$ cat src/rtl/defines.sv
// Global sizing macros shared by the PE subsystem.
`default_nettype none
`ifndef IMEM_ADDR_WIDTH
`define IMEM_ADDR_WIDTH 8
`endif
`default_nettype wire

$ cat src/rtl/dispatch_pkg.sv
// ============================================================================
// dispatch_pkg : instruction class / dispatcher state encodings -- Rev 1.0
// ============================================================================
`default_nettype none
package dispatch_pkg;

    // Class field sits in the top two bits of a default-width instruction word.
    localparam int CLASS_MSB = 31;
    localparam int CLASS_LSB = 30;
    localparam int CLASS_W   = CLASS_MSB - CLASS_LSB + 1;

    typedef enum logic [1:0] {
        CLS_PE   = 2'b00,
        CLS_BUF  = 2'b01,
        CLS_SYNC = 2'b10,
        CLS_HALT = 2'b11
    } inst_class_e;

    typedef enum logic [2:0] {
        ST_IDLE      = 3'd0,
        ST_FETCH     = 3'd1,
        ST_DECODE    = 3'd2,
        ST_ISSUE     = 3'd3,
        ST_SYNC_WAIT = 3'd4,
        ST_DONE      = 3'd5
    } disp_state_e;

endpackage
`default_nettype wire

$ cat src/rtl/inst_dispatcher_if.sv
// ============================================================================
// inst_dispatcher_if : imem read bus plus PE/buffer issue handshake -- Rev 1.0
// ============================================================================
`default_nettype none
interface inst_dispatcher_if #(
    parameter int IMEM_ADDR_WIDTH = 8,
    parameter int INST_WIDTH      = 32
);
    logic                       imem_rd_en;
    logic [IMEM_ADDR_WIDTH-1:0] imem_addr;
    logic [INST_WIDTH-1:0]      imem_rdata;
    logic                       pe_inst_valid;
    logic                       pe_inst_ready;
    logic                       buf_inst_valid;
    logic                       buf_inst_ready;
    logic [INST_WIDTH-1:0]      inst_data;
    logic                       pe_idle;
    logic                       buf_idle;

    modport master (
        output imem_rd_en, imem_addr, pe_inst_valid, buf_inst_valid, inst_data,
        input  imem_rdata, pe_inst_ready, buf_inst_ready, pe_idle, buf_idle
    );

    modport slave (
        input  imem_rd_en, imem_addr, pe_inst_valid, buf_inst_valid, inst_data,
        output imem_rdata, pe_inst_ready, buf_inst_ready, pe_idle, buf_idle
    );
endinterface
`default_nettype wire

$ cat src/rtl/inst_dispatcher.sv
// ============================================================================
// inst_dispatcher : start-triggered fetch/decode/issue controller -- Rev 1.0
// ============================================================================
`default_nettype none
`ifndef IMEM_ADDR_WIDTH
`define IMEM_ADDR_WIDTH 8
`endif
module inst_dispatcher
    import dispatch_pkg::*;
#(
    parameter int IMEM_ADDR_WIDTH = `IMEM_ADDR_WIDTH,
    parameter int INST_WIDTH      = CLASS_MSB + 1
) (
    input  wire logic                       clk,
    input  wire logic                       rst_n,
    input  wire logic                       start,
    input  wire logic [IMEM_ADDR_WIDTH-1:0] instruction_count,
    inst_dispatcher_if.master               bus,
    output logic      [IMEM_ADDR_WIDTH-1:0] program_counter,
    output logic                            busy,
    output logic                            done
);

    disp_state_e                state_q, state_d;
    logic [IMEM_ADDR_WIDTH-1:0] pc_q, pc_d;
    logic [IMEM_ADDR_WIDTH-1:0] count_q, count_d;
    logic [INST_WIDTH-1:0]      inst_q, inst_d;

    inst_class_e w_held_class;
    inst_class_e w_rd_class;
    logic        w_pe_valid;
    logic        w_buf_valid;
    logic        w_fire;
    logic        w_last;

    assign w_held_class = inst_class_e'(inst_q[INST_WIDTH-1 -: CLASS_W]);
    assign w_rd_class   = inst_class_e'(bus.imem_rdata[INST_WIDTH-1 -: CLASS_W]);

    // Valids come from registered state only, so they never follow ready.
    assign w_pe_valid  = (state_q == ST_ISSUE) && (w_held_class == CLS_PE);
    assign w_buf_valid = (state_q == ST_ISSUE) && (w_held_class == CLS_BUF);
    assign w_fire      = (w_pe_valid && bus.pe_inst_ready) ||
                         (w_buf_valid && bus.buf_inst_ready);
    assign w_last      = (pc_q == count_q);

    always_comb begin
        state_d = state_q;
        pc_d    = pc_q;
        count_d = count_q;
        inst_d  = inst_q;
        case (state_q)
            ST_IDLE, ST_DONE: begin
                if (start) begin
                    count_d = instruction_count;
                    pc_d    = '0;
                    state_d = (instruction_count == '0) ? ST_DONE : ST_FETCH;
                end
            end
            ST_FETCH: state_d = ST_DECODE;
            ST_DECODE: begin
                inst_d = bus.imem_rdata;
                pc_d   = pc_q + 1'b1;
                case (w_rd_class)
                    CLS_SYNC: state_d = ST_SYNC_WAIT;
                    CLS_HALT: state_d = ST_DONE;
                    default:  state_d = ST_ISSUE;
                endcase
            end
            ST_ISSUE: begin
                if (w_fire) state_d = w_last ? ST_DONE : ST_FETCH;
            end
            ST_SYNC_WAIT: begin
                if (bus.pe_idle && bus.buf_idle) state_d = w_last ? ST_DONE : ST_FETCH;
            end
            default: state_d = ST_IDLE;
        endcase
    end

    always_ff @(posedge clk or negedge rst_n) begin
        if (!rst_n) begin
            state_q <= ST_IDLE;
            pc_q    <= '0;
            count_q <= '0;
            inst_q  <= '0;
        end else begin
            state_q <= state_d;
            pc_q    <= pc_d;
            count_q <= count_d;
            inst_q  <= inst_d;
        end
    end

    assign bus.imem_rd_en     = (state_q == ST_FETCH);
    assign bus.imem_addr      = pc_q;
    assign bus.pe_inst_valid  = w_pe_valid;
    assign bus.buf_inst_valid = w_buf_valid;
    assign bus.inst_data      = inst_q;
    assign program_counter    = pc_q;
    assign busy               = (state_q != ST_IDLE) && (state_q != ST_DONE);
    assign done               = (state_q == ST_DONE);

endmodule
`default_nettype wire

$ cat src/flat_wrapper.sv
// flat-port wrapper written by rule: the top's interface ports become plain ports
module inst_dispatcher_flat import dispatch_pkg::*;
#(
    parameter int IMEM_ADDR_WIDTH = `IMEM_ADDR_WIDTH,
    parameter int INST_WIDTH      = CLASS_MSB + 1
)
  (clk, rst_n, start, instruction_count, program_counter, busy, done, bus_imem_rd_en, bus_imem_addr, bus_pe_inst_valid, bus_buf_inst_valid, bus_inst_data, bus_imem_rdata, bus_pe_inst_ready, bus_buf_inst_ready, bus_pe_idle, bus_buf_idle);
  inst_dispatcher_if #(.IMEM_ADDR_WIDTH(IMEM_ADDR_WIDTH), .INST_WIDTH(INST_WIDTH)) bus_i ();
  input  wire logic clk;
  input  wire logic rst_n;
  input  wire logic start;
  input  wire logic [IMEM_ADDR_WIDTH-1:0] instruction_count;
  output logic      [IMEM_ADDR_WIDTH-1:0] program_counter;
  output logic busy;
  output logic done;
  output wire logic [$bits(bus_i.imem_rd_en)-1:0] bus_imem_rd_en;
  output wire logic [$bits(bus_i.imem_addr)-1:0] bus_imem_addr;
  output wire logic [$bits(bus_i.pe_inst_valid)-1:0] bus_pe_inst_valid;
  output wire logic [$bits(bus_i.buf_inst_valid)-1:0] bus_buf_inst_valid;
  output wire logic [$bits(bus_i.inst_data)-1:0] bus_inst_data;
  input wire logic [$bits(bus_i.imem_rdata)-1:0] bus_imem_rdata;
  input wire logic [$bits(bus_i.pe_inst_ready)-1:0] bus_pe_inst_ready;
  input wire logic [$bits(bus_i.buf_inst_ready)-1:0] bus_buf_inst_ready;
  input wire logic [$bits(bus_i.pe_idle)-1:0] bus_pe_idle;
  input wire logic [$bits(bus_i.buf_idle)-1:0] bus_buf_idle;
  assign bus_imem_rd_en = bus_i.imem_rd_en;
  assign bus_imem_addr = bus_i.imem_addr;
  assign bus_pe_inst_valid = bus_i.pe_inst_valid;
  assign bus_buf_inst_valid = bus_i.buf_inst_valid;
  assign bus_inst_data = bus_i.inst_data;
  assign bus_i.imem_rdata = bus_imem_rdata;
  assign bus_i.pe_inst_ready = bus_pe_inst_ready;
  assign bus_i.buf_inst_ready = bus_buf_inst_ready;
  assign bus_i.pe_idle = bus_pe_idle;
  assign bus_i.buf_idle = bus_buf_idle;
  inst_dispatcher #(.IMEM_ADDR_WIDTH(IMEM_ADDR_WIDTH), .INST_WIDTH(INST_WIDTH)) u_core (.clk(clk), .rst_n(rst_n), .start(start), .instruction_count(instruction_count), .bus(bus_i), .program_counter(program_counter), .busy(busy), .done(done));
endmodule
$ cat config.mk
export PLATFORM = sky130hd
export DESIGN_NAME = inst_dispatcher_flat
export DESIGN_NICKNAME = d
export VERILOG_FILES = /design/src/rtl/defines.sv /design/src/rtl/dispatch_pkg.sv /design/src/rtl/inst_dispatcher_if.sv /design/src/rtl/inst_dispatcher.sv /design/src/flat_wrapper.sv
export SDC_FILE = /design/constraint.sdc
export NUM_CORES = 1
export LEC_CHECK = 0
export ABC_CLOCK_PERIOD_IN_PS = 1900
export BUFFER_PORTS_ARGS = -buffer_cell sky130_fd_sc_hd__buf_2
export CAP_MARGIN = 20
export CORE_MARGIN = 3
export CORE_UTILIZATION = 48
export DETAILED_ROUTE_END_ITERATION = 6
export PLACE_DENSITY = 0.85
export SLEW_MARGIN = 20
export SYNTH_ARGS = -nofsm -noshare
export SYNTH_HDL_FRONTEND = slang
export SYNTH_SLANG_ARGS = --single-unit
$ cat constraint.sdc
create_clock -name clk -period 1.9 [get_ports clk]
set_clock_uncertainty 0.2 [all_clocks]
set_input_delay 0 -clock clk [delete_from_list [all_inputs] [get_ports clk]]
set_output_delay 0 -clock clk [all_outputs]
set_load 0.05 [all_outputs]
==> results of run 1 <==
==> metal layers <==
layer | track usage, % | vias to the layer above | part of all wire, %
li1 | - | 1083 | -
met1 | 27.6 | 1047 | 43
met2 | 41.8 | 87 | 50
met3 | 4.85 | 6 | 6.3
met4 | 4.35 | 0 | 0.80
met5 | 0 | - | 0
==> Yosys cell counts (2+ instances only) <==
cell type,instances
xor2_1,8
buf_4,9
mux2_2,4
mux2i_1,2
o22ai_1,2
dfrtp_1,51
o21ai_1,3
nand4_1,2
a21oi_1,4
nand3_1,5
buf_2,10
nor2b_1,3
nand2_1,103
mux2_4,4
nor4_1,5
xnor2_1,2
o21ai_0,6
nand2b_1,3
==> power by group <==
group / internal (mW) / switching [mW] / total [mW]
clock network: 0.526 / 0.330 / 0.856
logic: 1.16 / 2.82 / 3.98
registers: 1.59 / 0.390 / 1.98
total: 3.28 / 3.54 / 6.82
==> per-stage QoR <==
step           hold slack [ps]  cells  power, mW
2_1_floorplan             -496    248       4.98
3_3_place_gp              -116    401       5.78
3_5_place_dp              -108    401       5.88
4_1_cts                   18.2    453       6.82
5_1_grt                   76.4    453       7.22
6_report                  24.3    453       6.82
==> critical path, cell delays in order (launching register included) <==
cell and delay (ps):
dfrtp_1 450, mux2i_1 260, dlygate4sd3_1 580, o21ai_0 70, a21oi_1 150
==> kinds of logic after synthesis <==
kind of cell | synth area share, %
flip-flops | 53.6
XOR/XNOR | 4.36
AO/OA/AOI/OAI | 5.41
adder cells (fa/ha/maj) | 0.525
multiplexers | 5.25
buffers and inverters | 5.57
AND/OR/NAND/NOR | 25.3
==> timing repair <==
item	CTS	global route
hold buffers	44	0
setup endpoints to repair	0	0
hold endpoints to repair	73	0
==> state kept, by name, indices dropped and copies added, names as in the netlist <==
name	count
u_core.bus.inst_data	32
u_core.bus.imem_addr	8
u_core.count_q	8
u_core.state_q	3
==> final timing paths <==
kind	start	to	slack, ps	depth (start not counted)
min in group asynchronous	rst_n	u_core.bus.inst_data[25]	90	2
hold / removal	bus_buf_idle	u_core.state_q[0]	20	4
hold reg to reg	u_core.bus.inst_data[14]	u_core.bus.inst_data[14]	280	2
max in group asynchronous	rst_n	u_core.bus.imem_addr[0]	770	3
setup / recovery	u_core.bus.inst_data[30]	u_core.state_q[1]	120	4
setup reg to reg	u_core.bus.inst_data[30]	u_core.state_q[1]	120	4
==> area by class of cell <==
class | count | area share, %
clock buffers | 6 | 2.07
multi-input cells | 176 | 28.4
clock inverters | 2 | 1.71
repair buffers | 152 | 29.0
well taps | 65 | 2.32
flip-flops and latches | 51 | 36.4
inverters | 1 | 0.107
==> Flow_metrics.wiki, run 1 <==
{| class="wikitable"
! Metric !! Value
|-
| Remaining design rule violation count || 0
|-
| Result of the run || finished, final reports clean
|-
| # resized after CTS || 0
|-
| Area of the multi-input gates || 996 sq um
|-
| Via count of the first global-routing pass || around 2300
|-
| Critical Setup Path Class || reg -> reg
|-
| First-iteration detailed-routing DRC count || 110
|-
| Largest cells by area after synthesis || dfrtp_1 54%, nand2_1 16%, xor2_1 2.9%, buf_4 2.8%, mux2_4 2.5%
|-
| Unrepaired setup endpoints after global routing || false
|-
| Inserted Clock Buffers || 5
|-
| Number of synthesized flops with an enable pin || 0
|-
| Sequential fraction of the synthesis area || 53.6%
|-
| Starting density of the core || 52.2%
|-
| Layout cell share with drive strength beyond 1 || 34.0%
|-
| Most common cell after layout, fill and taps aside || nand2_1
|-
| Residual overflow from global routing || 0
|-
| Share of flip-flops with an asynchronous set or reset after synthesis || 100%
|-
| Category of the worst setup path launch point || flip-flop
|-
| Slew at the pin closest to its max-slew limit || 704 ps
|-
| Worst endpoint data arrival time || around 1800 ps
|-
| Placeable core region || 4560 sq um
|-
| Number of setup buffers added after CTS || 0
|-
| Fill cell total of the finished layout || 304
|-
| Leakage power || 1.88 nW
|-
| Detailed-route vias per instance || between 4 and 5
|-
| Number of standard cells after synthesis || ~250
|-
| Synth Net Count || ~300
|-
| Maximum number of buffers from clock root to sink || 2
|-
| Synthesis-to-layout area growth || 47.2%
|-
| Period utilisation layout || 93.5%
|-
| Post-detailed-placement cell area || between 2000 and 3000 sq um
|-
| Crit. End Element || flip-flop
|-
| Number of buffers added on ports || roughly 100
|-
| Number of rows created at floorplan || 24
|-
| Routed length per instance || 14.1 um
|-
| Total number of nets in the final design || roughly 440
|-
| Largest fanout on the critical path || 5
|-
| Initial antenna violation count || 0
|-
| Number of library cell types mapped by synthesis || 40
|-
| Worst EP required || about 1900 ps
|-
| Die outline area || between 5000 and 6000 sq um
|-
| Sequential cell area || approximately 1300 sq um
|-
| Most frequent cells in the layout || 103 x nand2_1, 99 x buf_2, 51 x dfrtp_1
|-
| Top Ports || 100
|-
| Yosys reg bits || roughly 50
|-
| Remaining antenna violation count || 0
|-
| Clock-pin slew on the worst setup and hold paths || 80 ps
|-
| Final Wtd Congestion || 0.794
|-
| Final Hold Viols || 0
|-
| Clock Sinks || a little over 50
|-
| MaxCap Viol Count || 0
|-
| Yosys warnings || 0
|-
| Setup total negative slack || 0 ps
|-
| Number of vias in the routed layout || 2223
|-
| Global-route wire length before repair || 10900 um
|-
| Smallest setup slack after layout || 123 ps
|-
| Most common flop cell mapped by yosys || dfrtp_1
|-
| Post-synthesis instance area || approximately 2400 sq um
|-
| Number of levels in the clock H-tree || 2
|-
| Hold crit path type || in -> reg
|-
| Largest net degree at the start of global routing || 33
|-
| Post-synthesis area per instance || 9.60 sq um
|-
| Total routing usage reported by global routing || 22.8%
|-
| Cell accounting for the most synthesized area || dfrtp_1
|-
| Detailed-routing iteration count for the pre-antenna-repair pass || 5
|-
| Min Clock Period, post-route || 1780 ps
|-
| Clock root buffer master || clkbuf_8
|-
| Cell area after layout || 3510 sq um
|-
| Detailed-route wire length || 6400 um
|-
| Number of antenna diodes || 0
|-
| Max VDD drop || 1.46 mV
|-
| Worst slack at placement || 194 ps
|-
| Max transition margin || 53.1%
|-
| CTS tree || built
|-
| Power density cells || 1950 nW/um^2
|-
| Half-perimeter wire length of the detailed placement result || 3980 um
|-
| Max Fclk || ~560 MHz
|-
| Total of endpoints with negative setup slack in the final report || 0
|-
| Fraction of the core area covered by cells at the end of the flow || 76.8%
|-
| Fraction of post-synthesis cell area in the top cell type by area || between 50% and 60%
|-
| Die W || approximately 76 um
|-
| Die extent in y || 76.4 um
|-
| Source-to-sink clock delay at the later pin of the worst-skew pair || 290 ps
|-
| Number of pins exceeding their max-slew limit in the final report || 0
|}
Note: power is estimated with default switching activity, not from simulation.
==> run 2, diff against run 1 <==
--- a/config.mk
+++ b/config.mk
@@ -8,8 +8,10 @@
 export ABC_CLOCK_PERIOD_IN_PS = 1900
 export BUFFER_PORTS_ARGS = -buffer_cell sky130_fd_sc_hd__buf_2
 export CAP_MARGIN = 20
+export CELL_PAD_IN_SITES_DETAIL_PLACEMENT = 0
+export CELL_PAD_IN_SITES_GLOBAL_PLACEMENT = 1
 export CORE_MARGIN = 3
-export CORE_UTILIZATION = 48
+export CORE_UTILIZATION = 35
 export DETAILED_ROUTE_END_ITERATION = 6
 export PLACE_DENSITY = 0.85
 export SLEW_MARGIN = 20
==> Flow_metrics.wiki, run 2 (same netlist as run 1, synthesis figures left out) <==
{| class="wikitable"
! Metric !! Value
|-
| Fill cell total of the finished layout || 598 (+97%)
|-
| Via count of the first global-routing pass || 2165 (-5.1%)
|-
| Die W || 88.5 um (+16%)
|-
| Remaining design rule violation count || 0 (unchanged)
|-
| Result of the run || finished, final reports clean
|-
| Clock-pin slew on the worst setup and hold paths || 90 ps (about the same)
|-
| Post-detailed-placement cell area || 2930 sq um (unchanged)
|-
| Max transition margin || 63.7% (+11 points)
|-
| Number of flip-flops in the largest register || 32 (unchanged)
|-
| Largest fanout on the critical path || 12 (+7)
|-
| Min Clock Period, post-route || 1770 ps (-5.30 ps)
|-
| Number of levels in the clock H-tree || 2 (unchanged)
|-
| Worst path bufs/invs || 2 (+1)
|-
| Hold crit path type || in -> async
|-
| Detailed-route wire length || 6140 um (-4.1%)
|-
| Crit. End Element || output pin
|-
| Half-perimeter wire length of the detailed placement result || 4090 um (+2.8%)
|-
| Total instance count after detailed placement || 411 (+2.5%)
|-
| Routed length per instance || 13.2 um (-6.6%)
|-
| Total routing usage reported by global routing || 16.2% (-6.6 points)
|-
| Critical Setup Path Class || reg -> out
|-
| Number of pins exceeding their max-slew limit in the final report || 0 (unchanged)
|-
| Remaining antenna violation count || 0 (unchanged)
|-
| Layout cell share with drive strength beyond 1 || 34.0% (unchanged)
|-
| Setup total negative slack || 0 ps (unchanged)
|-
| Total of endpoints with negative setup slack in the final report || 0 (unchanged)
|-
| Top Ports || 100 (unchanged)
|-
| Max Fclk || 564 MHz (+0.30%)
|-
| Number of buffers added on ports || 99 (unchanged)
|-
| Starting density of the core || 36.9% (-15 points)
|-
| Residual overflow from global routing || 0 (unchanged)
|-
| Detailed-routing iteration count for the pre-antenna-repair pass || 4 (-1)
|-
| CTS tree || built
|-
| Die outline area || 7830 sq um (+34%)
|-
| Unrepaired setup endpoints after global routing || false
|-
| Final Hold Viols || 0 (unchanged)
|-
| Number of setup buffers added after CTS || 0 (unchanged)
|-
| Slew at the pin closest to its max-slew limit || 544 ps (-160 ps)
|-
| Clock Sinks || 51 (unchanged)
|-
| Placeable core region || 6460 sq um (+42%)
|-
| Largest net degree at the start of global routing || 33 (unchanged)
|-
| Global-route wire length before repair || 9990 um (-8.1%)
|-
| Most common cell after layout, fill and taps aside || nand2_1
|-
| Worst stage delay on the critical path || 460 ps (-120 ps)
|-
| First-iteration detailed-routing DRC count || 65 (-41%)
|-
| Number of antenna diodes || 0 (unchanged)
|-
| Detailed-route vias per instance || 4.65 (-5.3%)
|-
| MaxCap Viol Count || 0 (unchanged)
|-
| Synthesis-to-layout area growth || 47.5%
|-
| Source-to-sink clock delay at the later pin of the worst-skew pair || 300 ps (about the same)
|-
| Initial antenna violation count || 0 (unchanged)
|-
| Post-route non-filler standard cell count || 465 (+2.6%)
|-
| Cell area after layout || 3510 sq um (+0.18%)
|-
| Final-layout worst hold slack || 11.2 ps (-13.0 ps)
|-
| Max VDD drop || 1.07 mV (-27%)
|-
| Most frequent cells in the layout || 103 x nand2_1, 99 x buf_2, 50 x dfrtp_1
|-
| Worst EP required || 1700 ps (-220 ps)
|-
| Total number of nets in the final design || 435 (unchanged)
|-
| Category of the worst setup path launch point || flip-flop
|-
| Dominant delay contributor by cell family on the critical path || buffers and inverters
|-
| Number of vias in the routed layout || 2162 (-2.7%)
|-
| Inserted Clock Buffers || 5 (unchanged)
|-
| Maximum number of buffers from clock root to sink || 2 (unchanged)
|-
| Slowest cell on crit path || dfrtp_2
|-
| Die extent in y || 88.5 um (+16%)
|-
| Number of rows created at floorplan || 29 (+21%)
|-
| Final Wtd Congestion || 0.740 (-6.8%)
|-
| Worst endpoint data arrival time || 1570 ps (-230 ps)
|-
| Cell-by-cell listing of the critical path || buf_4 -> nand2_1 -> nor4b_2 -> buf_2
|-
| Clock root buffer master || clkbuf_8
|-
| Leakage power || 1.87 nW (-0.43%)
|-
| Period utilisation layout || 93.2% (-0.28 points)
|-
| Power density cells || 1890 nW/um^2 (-2.7%)
|-
| Total power of the final layout || 6.65 mW (-2.5%)
|}
[run 2: cell count changes in the layout (fill, tap and decap cells not counted), sizes merged]
cell | before | now
dlygate4sd3 | 44 | 46
clkinv | 0 | 1
buf | 108 | 106
bufinv | 2 | 1
[run 2: per-layer routing]
metal / vias up / share of wire [%] / GRT usage [%]
met5: - / 0 / 0
met4: 0 / 0.83 / 3.30
met3: 4 / 6.4 / 4.56
met2: 68 / 48 / 27.6
met1: 1006 / 45 / 20.8
li1: 1084 / - / -
[run 2: cell type report]
type | instances | area (sq um) | area share, %
Timing Repair Buffer | 152 | 1020 | 29.1
Sequential cell | 51 | 1280 | 36.4
Clock inverter | 2 | 35.0 | 0.998
Inverter | 1 | 3.75 | 0.107
Multi-Input combinational cell | 176 | 996 | 28.4
Clock buffer | 6 | 82.6 | 2.35
Tap cell | 77 | 96.3 | 2.74
[run 2: what timing repair did]
action                                 CTS  global route
endpoints found under the hold margin   94             0
setup endpoints to repair                0             1
hold buffers                            46             0
gates resized for setup                  0             1
[run 2: where the power goes]
group	switching [mW]	internal, mW
combinational	2.74	1.12
sequential	0.406	1.59
clock	0.361	0.427
[run 2: path summary, 6_finish.rpt]
check | slack (ps) | endpoint | start | cells past startpoint
max | 130 | bus_buf_inst_valid | u_core.state_q[0] | 4
min | 10 | u_core.bus.inst_data[3] | rst_n | 2
max reg2reg | 130 | u_core.state_q[1] | u_core.bus.inst_data[30] | 4
min reg2reg | 280 | u_core.bus.inst_data[16] | u_core.bus.inst_data[16] | 2
max in group asynchronous | 940 | u_core.state_q[0] | rst_n | 3
min in group clk | 90 | u_core.state_q[2] | bus_pe_inst_ready | 5
[run 2: stage by stage]
step                      util [%]  setup WS, ps
after floorplan                  -          19.3
after global placement        45.4           236
after detailed placement      45.4           185
after CTS                     54.4          30.3
after global routing          54.4          40.2
final                         54.4           128
